[config.mk]
export PLATFORM = sky130hd
export DESIGN_NAME = instr_encode_loader
export DESIGN_NICKNAME = d
export VERILOG_FILES = /design/src/rtl/instr_encode_loader.sv
export SDC_FILE = /design/constraint.sdc
export NUM_CORES = 1
export LEC_CHECK = 0
export ABC_AREA = 1
export ABC_CLOCK_PERIOD_IN_PS = 5900
export CELL_PAD_IN_SITES_DETAIL_PLACEMENT = 2
export CELL_PAD_IN_SITES_GLOBAL_PLACEMENT = 2
export CORE_ASPECT_RATIO = 1.75
export CORE_UTILIZATION = 39
export DETAILED_ROUTE_END_ITERATION = 12
export PLACE_DENSITY_LB_ADDON = 0.12
export SYNTH_ARGS = -nofsm -noshare
export SYNTH_HDL_FRONTEND = slang
export SYNTH_SLANG_ARGS = --single-unit
[constraint.sdc]
create_clock -name clk -period 5.9 [get_ports clk]
set_input_delay 0.885 -clock clk [delete_from_list [all_inputs] [get_ports clk]]
set_output_delay 0.885 -clock clk [all_outputs]
set_load 0.03 [all_outputs]
[src/rtl/instr_encode_loader.sv]
// Program loader: encodes decoded instruction fields into 32-bit words, buffers
// them in a small FIFO and writes them to instruction memory at sequential addresses.
module instr_encode_loader #(
    parameter int ADDR_W     = 8,
    parameter int FIFO_DEPTH = 4
) (
    input  logic              clk,
    input  logic              rst_n,
    input  logic              start,
    input  logic              in_valid,
    output logic              in_ready,
    input  logic [2:0]        in_opcode,
    input  logic [4:0]        in_rs,
    input  logic [4:0]        in_rt,
    input  logic [4:0]        in_rd,
    input  logic [15:0]       in_imm,
    input  logic              in_last,
    output logic              mem_we,
    output logic [ADDR_W-1:0] mem_addr,
    output logic [31:0]       mem_wdata,
    output logic              busy,
    output logic              done,
    output logic [ADDR_W:0]   count,
    output logic              err_opcode,
    output logic              overflow
);

    localparam int PTR_W = $clog2(FIFO_DEPTH);
    localparam logic [ADDR_W:0] CAP    = {1'b1, {ADDR_W{1'b0}}};
    localparam logic [ADDR_W:0] CAP_M1 = {1'b0, {ADDR_W{1'b1}}};

    typedef enum logic [1:0] {
        IDLE   = 2'd0,
        LOAD   = 2'd1,
        DRAIN  = 2'd2,
        FINISH = 2'd3
    } state_t;

    state_t state_reg, state_next;

    logic [31:0]      fifo_mem [FIFO_DEPTH];
    logic [PTR_W:0]   wr_ptr_reg, rd_ptr_reg;
    logic [ADDR_W:0]  acc_reg;
    logic [ADDR_W:0]  count_reg;
    logic [ADDR_W-1:0] mem_addr_reg;
    logic [31:0]      mem_wdata_reg;
    logic             mem_we_reg;
    logic             err_reg, ovf_reg;

    logic        fifo_empty, fifo_full;
    logic [31:0] enc_word;
    logic        op_ok;
    logic        hs, push, pop, start_load;

    assign fifo_empty = (wr_ptr_reg == rd_ptr_reg);
    assign fifo_full  = (wr_ptr_reg[PTR_W] != rd_ptr_reg[PTR_W]) &&
                        (wr_ptr_reg[PTR_W-1:0] == rd_ptr_reg[PTR_W-1:0]);

    always_comb begin
        enc_word = '0;
        op_ok    = 1'b1;
        case (in_opcode)
            3'b001:  enc_word = {6'b000000, in_rs, in_rt, in_rd, 11'b0};
            3'b010:  enc_word = {6'b001000, in_rs, in_rt, in_imm};
            3'b011:  enc_word = {6'b000010, in_rs, in_rt, in_rd, 11'b0};
            default: op_ok    = 1'b0;
        endcase
    end

    // Accepted words are capped at memory capacity, so the FIFO can never hold
    // a word that would not fit.
    assign in_ready = (state_reg == LOAD) && !fifo_full && (acc_reg < CAP);
    assign hs       = in_valid && in_ready;
    assign push     = hs && op_ok;
    assign pop      = ((state_reg == LOAD) || (state_reg == DRAIN)) && !fifo_empty;

    always_comb begin
        state_next = state_reg;
        start_load = 1'b0;
        case (state_reg)
            IDLE: begin
                if (start) begin
                    state_next = LOAD;
                    start_load = 1'b1;
                end
            end
            LOAD: begin
                if ((hs && in_last) || (push && acc_reg == CAP_M1))
                    state_next = DRAIN;
            end
            DRAIN: begin
                // Wait until the last registered write has been presented too.
                if (fifo_empty && !mem_we_reg)
                    state_next = FINISH;
            end
            FINISH:  state_next = IDLE;
            default: state_next = IDLE;
        endcase
    end

    always_ff @(posedge clk) begin
        if (push)
            fifo_mem[wr_ptr_reg[PTR_W-1:0]] <= enc_word;
    end

    always_ff @(posedge clk or negedge rst_n) begin
        if (!rst_n) begin
            state_reg     <= IDLE;
            wr_ptr_reg    <= '0;
            rd_ptr_reg    <= '0;
            acc_reg       <= '0;
            count_reg     <= '0;
            mem_addr_reg  <= '0;
            mem_wdata_reg <= '0;
            mem_we_reg    <= 1'b0;
            err_reg       <= 1'b0;
            ovf_reg       <= 1'b0;
        end else begin
            state_reg  <= state_next;
            mem_we_reg <= pop;
            if (start_load) begin
                wr_ptr_reg   <= '0;
                rd_ptr_reg   <= '0;
                acc_reg      <= '0;
                count_reg    <= '0;
                mem_addr_reg <= '0;
                err_reg      <= 1'b0;
                ovf_reg      <= 1'b0;
            end else begin
                if (pop) begin
                    mem_wdata_reg <= fifo_mem[rd_ptr_reg[PTR_W-1:0]];
                    mem_addr_reg  <= count_reg[ADDR_W-1:0];
                    rd_ptr_reg    <= rd_ptr_reg + 1'b1;
                    if (count_reg != CAP)
                        count_reg <= count_reg + 1'b1;
                end
                if (push) begin
                    wr_ptr_reg <= wr_ptr_reg + 1'b1;
                    acc_reg    <= acc_reg + 1'b1;
                end
                if (hs && !op_ok)
                    err_reg <= 1'b1;
                if (push && acc_reg == CAP_M1 && !in_last)
                    ovf_reg <= 1'b1;
            end
        end
    end

    assign mem_we     = mem_we_reg;
    assign mem_addr   = mem_addr_reg;
    assign mem_wdata  = mem_wdata_reg;
    assign busy       = (state_reg == LOAD) || (state_reg == DRAIN);
    assign done       = (state_reg == FINISH);
    assign count      = count_reg;
    assign err_opcode = err_reg;
    assign overflow   = ovf_reg;

endmodule

Yosys cells after proc, flatten, opt, wreduce, memory -nomap -nowiden
Memories as Yosys holds them, arrays and structs flattened. A register that Yosys moved wholly into a read port is not among the register bits.
Cells that the tools add are included.
{"block": "word_totals", "regBits": 69, "ramBits": 120, "output_inout_bits": 55, "wordCells": 85, "mem_count": 1}
{"block": "op_classes", "n_addsub": 4, "n_lt_le_gt_ge": 1, "n_eq_ne": 14, "n_mux": 25, "n_bitwise": 1, "reduce_logical": 29}
{"name": "fifo_mem", "depth": 4, "word_bits": 30, "rd": 1, "rd_clocked_by_memory_dff": 1, "wr": 1, "line": "41", "source": "logic [31:0] fifo_mem [FIFO_DEPTH];"}
{"cell": "30-bit case mux with 3 select lines", "n": 1}
{"cell": "9-bit 2-to-1 mux", "n": 5}
{"cell": "9-bit by 1-bit adder with 9-bit output, second input constant", "n": 2}
{"cell": "8-bit 2-to-1 mux", "n": 2}
{"cell": "3-bit 2-to-1 mux", "n": 4}
{"cell": "1-bit logical AND", "n": 11}
{"cell": "2-bit nonzero test", "n": 5}
{"cell": "9-bit by 8-bit equality test with 1-bit output, second input constant", "n": 1}
{"cell": "9-bit < comparator, second input constant", "n": 1}
{"cell": "1-bit 2-to-1 mux", "n": 9}
{"cell": "9-bit inequality test, second input constant", "n": 1}
{"cell": "2-bit case mux with 4 select lines", "n": 1}
{"cell": "3-bit by 1-bit adder with 3-bit output, second input constant", "n": 2}
{"cell": "3-bit by 2-bit equality test with 1-bit output, second input constant", "n": 2}
{"cell": "1-bit logical NOT", "n": 6}
{"cell": "2-bit 2-to-1 mux", "n": 3}
{"cell": "2-bit equality test, second input constant", "n": 2}
{"cell": "2-bit by 1-bit inequality test with 1-bit output, second input constant", "n": 2}
{"cell": "2-bit AND reduction", "n": 2}
{"cell": "3-bit by 1-bit equality test with 1-bit output, second input constant", "n": 1}
{"cell": "3-bit equality test", "n": 1}
{"cell": "3-bit AND reduction", "n": 1}
{"cell": "3-bit OR reduction", "n": 1}
{"cell": "2-bit by 1-bit equality test with 1-bit output, second input constant", "n": 1}
{"cell": "6 further kinds", "n": 7}

Depth between registers and ports, before layout
{"block": "depth", "depth_word": 11, "ltp_mapped": 12}

Worst setup path before layout
No wires, ideal clock.
{"block": "synth_path", "kind": "in2reg", "startpoint": "in in_opcode[2]", "endpoint": "mem fifo_mem[0][0] in the netlist's numbering (enable)", "setup_time_ns": 0.413, "arrival_time_ns": 2.776, "required_ns": 5.487, "slack_ns": 2.711, "cell_stages": 5, "path_buffers": 0, "cell_sequence": "nor3_4 > nor2_4 > nor2_8 > inv_4 > nor2_1"}
{"block": "synth_between", "elab_chain_cells": 6}
{"element": "from (decl)", "line": "12", "source": "input logic [2:0] in_opcode,"}
{"element": "3-bit by 2-bit equality test with 1-bit output / 3-bit by 1-bit equality test with 1-bit output (equally long branches)", "line": "62", "source": "case (in_opcode)"}
{"element": "3-bit OR reduction (no line) *"}
{"element": "1-bit 2-to-1 mux *", "line": "62"}
{"element": "1-bit logical AND *", "line": "74", "source": "assign push = hs && op_ok;"}
{"element": "1-bit 2-to-1 mux *", "line": "102", "source": "if (push)"}
{"element": "1-bit 2-to-1 mux (not written as such) *", "line": "103", "source": "fifo_mem[wr_ptr_reg[PTR_W-1:0]] <= enc_word;"}
{"element": "to (decl)", "line": "41"}
Mark *: on every way between the ends. The rest lies on a longest branch, timed or not.

Worst setup path in the final report
{"block": "layout_path", "startpoint": "reg rd_ptr_reg[1]", "endpoint": "out in_ready"}
{"block": "layout_between", "elab_chain_cells": 5}
{"element": "from (decl)", "line": "42", "source": "logic [PTR_W:0] wr_ptr_reg, rd_ptr_reg;"}
{"element": "from (signal assigned)", "line": "133", "source": "rd_ptr_reg <= rd_ptr_reg + 1'b1;"}
{"element": "2-bit equality test", "line": "57", "source": "(wr_ptr_reg[PTR_W-1:0] == rd_ptr_reg[PTR_W-1:0]);"}
{"element": "1-bit logical AND", "line": "56", "source": "assign fifo_full = (wr_ptr_reg[PTR_W] != rd_ptr_reg[PTR_W]) &&"}
{"element": "1-bit logical NOT", "line": "72", "source": "assign in_ready = (state_reg == LOAD) && !fifo_full && (acc_reg < CAP);"}
{"element": "1-bit logical AND (2 in series)", "line": "72"}
{"element": "to (decl)", "line": "11", "source": "output logic in_ready,"}
Every way passes these cells.

==> results by stage <==
STA:
- The clock period minus worst slack is 3840 ps.
- The total count of hold-check failures in the final report is 0.
- Adding up every negative setup slack in the final design gives 0 ps.
- The pin slew with the least headroom to its limit is 1060 ps.
- The final number of setup-violating endpoints is 0.
- The count of final max-slew check failures is 0.
- Timing would allow up to 260 MHz.
- The final critical-path share of the clock period is 65.1%.
- The worst clock skew is 8.28 ps.
- Across all setup checks in the final design, the least slack found is 2060 ps.
- Setup repair after global routing left no endpoint under its margin.
- The worst pin sits at a relative slew slack of 29.1%.

Worst hold path:
- The worst hold path terminates at mem_wdata[14].
- The launch point of the worst hold path is mem_wdata[14].
- The worst hold path belongs to the class reg -> reg.
- The worst hold path passes through 2 cells.

CTS:
- The deepest clock path buffer count is 2.
- The number of buffers created by CTS is 17.
- The number of clock sinks is 177.
- The CTS tree is built.
- Clock-pin slew was measured on the worst setup and hold paths at 60 ps.
- Gates resized during post-CTS repair numbered 0.
- The clock tree synthesis step divided the H-tree into 4 levels.
- The hold-fix buffer count after cts is 0.
- The post-CTS setup-driven buffer insertion count is 0.
- The clock insertion delay at the later pin of the skew report is 430 ps.
- The tree is rooted in a sky130_fd_sc_hd__clkbuf_16.

Synthesis:
- In this run, distinct cell masters in the synthesized netlist total 35.
- The mapped netlist covers 7550 sq um.
- In this run, synthesis produced a sequential element count of 177.
- Counting every instance in the synthesized netlist gives 707.
- By area the synthesized netlist is led by sky130_fd_sc_hd__edfxtp_1 (45%), sky130_fd_sc_hd__dfrtp_1 (22%), sky130_fd_sc_hd__nand2_1 (7.0%).
- The number of warnings printed during yosys synthesis is 0.
- The portion of synthesized cell area occupied by the leading cell type is 44.5%.
- The sequential area share after synthesis is 66.1%.
- The synthesized area per cell is 10.7 sq um.
- The library cell occupying the most area in the post-synthesis netlist is sky130_fd_sc_hd__edfxtp_1.

Die:
- The number of top-level pins is 94.
- The row count is 67.
- The overall die area is 19900 sq um.
- The core region area is 19000 sq um.
- The initial cell density of the core is 39.7%.
- The vertical die dimension is 186 um.
- The width of the die is 107 um.

Worst setup path:
- STA classifies the critical path startpoint as a flip-flop.
- The worst setup path is of the reg -> out kind.
- Of all nets on the critical path, the largest fanout is 31.
- The type of destination of the critical path is an output pin.
- Data on the critical path is required at its endpoint by 5020 ps.
- Across all register-to-register paths, the minimum setup slack is 2460 ps.
- For the worst flop-to-flop path, the logic depth is 9.
- In this run the critical register-to-register path is launched from rd_ptr_reg[1].
- The worst register-to-register path ends at fifo_mem[0][8].
- Data on the critical path arrives at its endpoint at 2960 ps.

Final layout:
- The library cell used most frequently in the layout, excluding fill and tap cells, is sky130_fd_sc_hd__nand2_1.
- The final layout contains 843 nets.
- The register with the most flip-flops in the layout has 112 of them.
- The top cell types in the final layout, fill and taps aside, are sky130_fd_sc_hd__nand2_1 (141), sky130_fd_sc_hd__edfxtp_1 (112), sky130_fd_sc_hd__nor2_1 (98).
- The repair_antennas step left the layout with diodes totalling 0.
- The post-route netlist has 6.97% of its cells at a drive strength greater than 1.
- From synthesis to final layout, the design area changed by 21.5%.

GRT:
- Entering global routing, the biggest net connects 66 pins.
- The initial antenna violation count came to 0.
- The global-route usage over all layers is 23.7%.
- The met1 usage in global routing is 25.8%.
- The global routing stage identified its most utilized layer as met2.
- For this run the aggregate overflow at the end of global routing stands at 0.
- The wire length of the first global-routing pass is 34900 um.
- The via count of the first global-routing pass came to 6414.
- The met3 layer usage reported by global route is 3.15%.
- For this run, global-route usage on met2 was measured as 45.1%.

Power:
- The peak ir drop on the vdd network is 247 uV.
- In this run the power density over the cells is 494 nW/um^2.
- The static power due to leakage is 0.00374 uW.

Route:
- For this run, design rule violations remaining after detail routing come to 0.
- Dividing the detail-routed wire length by the instance count gives 20.9 um.
- The total routed wirelength is 21900 um.
- The number of DRC markers in iteration 0 is 359.
- The number of nets still failing antenna checks after routing is 0.
- Using the TritonRoute via totals, the vias-per-cell ratio works out to 5.26.
- The number of iterations in the first detailed-routing pass is 4.
- The total number of vias is 5487.

Job:
- The number of max-cap violations is 0.

Placed design:
- The post-placement setup slack is 2150 ps.
- The quantity of I/O buffers inserted on ports is 89.
- Detailed placement ended at an HPWL of 14100 um.
- The congestion estimate from routability-driven global placement came to 0.803.

Run status:
- The flow ran to the end, and the final reports show no timing, DRC or antenna violations.
## Yosys cell counts (all sizes together)
master,instances
edfxtp,112
nor3,7
a22oi,1
a21oi,5
nand2,145
o22ai,29
ha,14
or2,1
a22o,5
a21boi,1
nand4,3
dfrtp,65
nand3,24
nor2,106
buf,17
inv,63
o21ai,79
o21a,1
nor4,1
clkbuf,17
xor2,8
conb,1
xnor2,2
## layout make-up
type	count	area, sq um
repair buffers	95	931
flip-flops and latches	177	4990
multi-input cells	436	2190
clock inverters	6	31.3
well taps	241	302
fillers	1945	9850
clock buffers	26	500
inverters	63	239
## metrics by stage
stage,instance area [sq um],hold WS [ps],cells,total power [uW],utilization [%]
2_1_floorplan,7560,466,710,2820,-
3_3_place_gp,8650,454,1012,3400,45.4
3_5_place_dp,8650,467,1012,3510,45.4
4_1_cts,9180,483,1044,4600,48.2
5_1_grt,9180,506,1044,4790,48.2
6_report,9180,478,1044,4530,48.2
## metal layers
metal / vias up / routed length (um) / share of wire [%]
li1: 2520 / - / -
met1: 2816 / 8340 / 38
met2: 112 / 12500 / 57
met3: 39 / 517 / 2.4
met4: 0 / 505 / 2.3
met5: - / 0 / 0
## report_power, final
part	internal, uW	total, uW	switching [uW]	leakage, uW
sequential	1510	1650	134	0.00188
clock	584	1050	464	0.000267
combinational	580	1840	1260	0.00159
## worst max-delay path: stages (launching register included)
cell,delay [ps]
sky130_fd_sc_hd__dfrtp_1,360
sky130_fd_sc_hd__buf_4,250
sky130_fd_sc_hd__inv_1,760
sky130_fd_sc_hd__nand2_1,150
sky130_fd_sc_hd__nand2_1,130
sky130_fd_sc_hd__nand3_1,140
sky130_fd_sc_hd__nand2_1,90
sky130_fd_sc_hd__inv_1,40
sky130_fd_sc_hd__clkdlybuf4s50_1,580
## kinds of logic (layout without fill, tap and decap cells)
family	after synthesis	after routing	synth area share (%)
flip-flops	177	177	66.1
adder cells (fa/ha/maj)	14	14	2.32
XOR/XNOR	10	10	1.16
other	1	4	0.0496
AND/OR/NAND/NOR	287	287	16.0
AO/OA/AOI/OAI	121	121	8.99
buffers and inverters	97	190	5.45
## how the worst max path moves through the flow
stage / cells past startpoint / slack, ps / end / startpoint
final: 8 / 2060 / in_ready / rd_ptr_reg[1]
after global routing: 8 / 1860 / in_ready / rd_ptr_reg[1]
after CTS: 8 / 2010 / in_ready / rd_ptr_reg[1]
after detailed placement: 6 / 2150 / fifo_mem[0][22] / in_opcode[2]
after global placement: 6 / 2230 / fifo_mem[3][22] / in_opcode[2]
after floorplan: 5 / 2710 / fifo_mem[0][0] / in_opcode[2]
(Power assumes the default switching activity.)
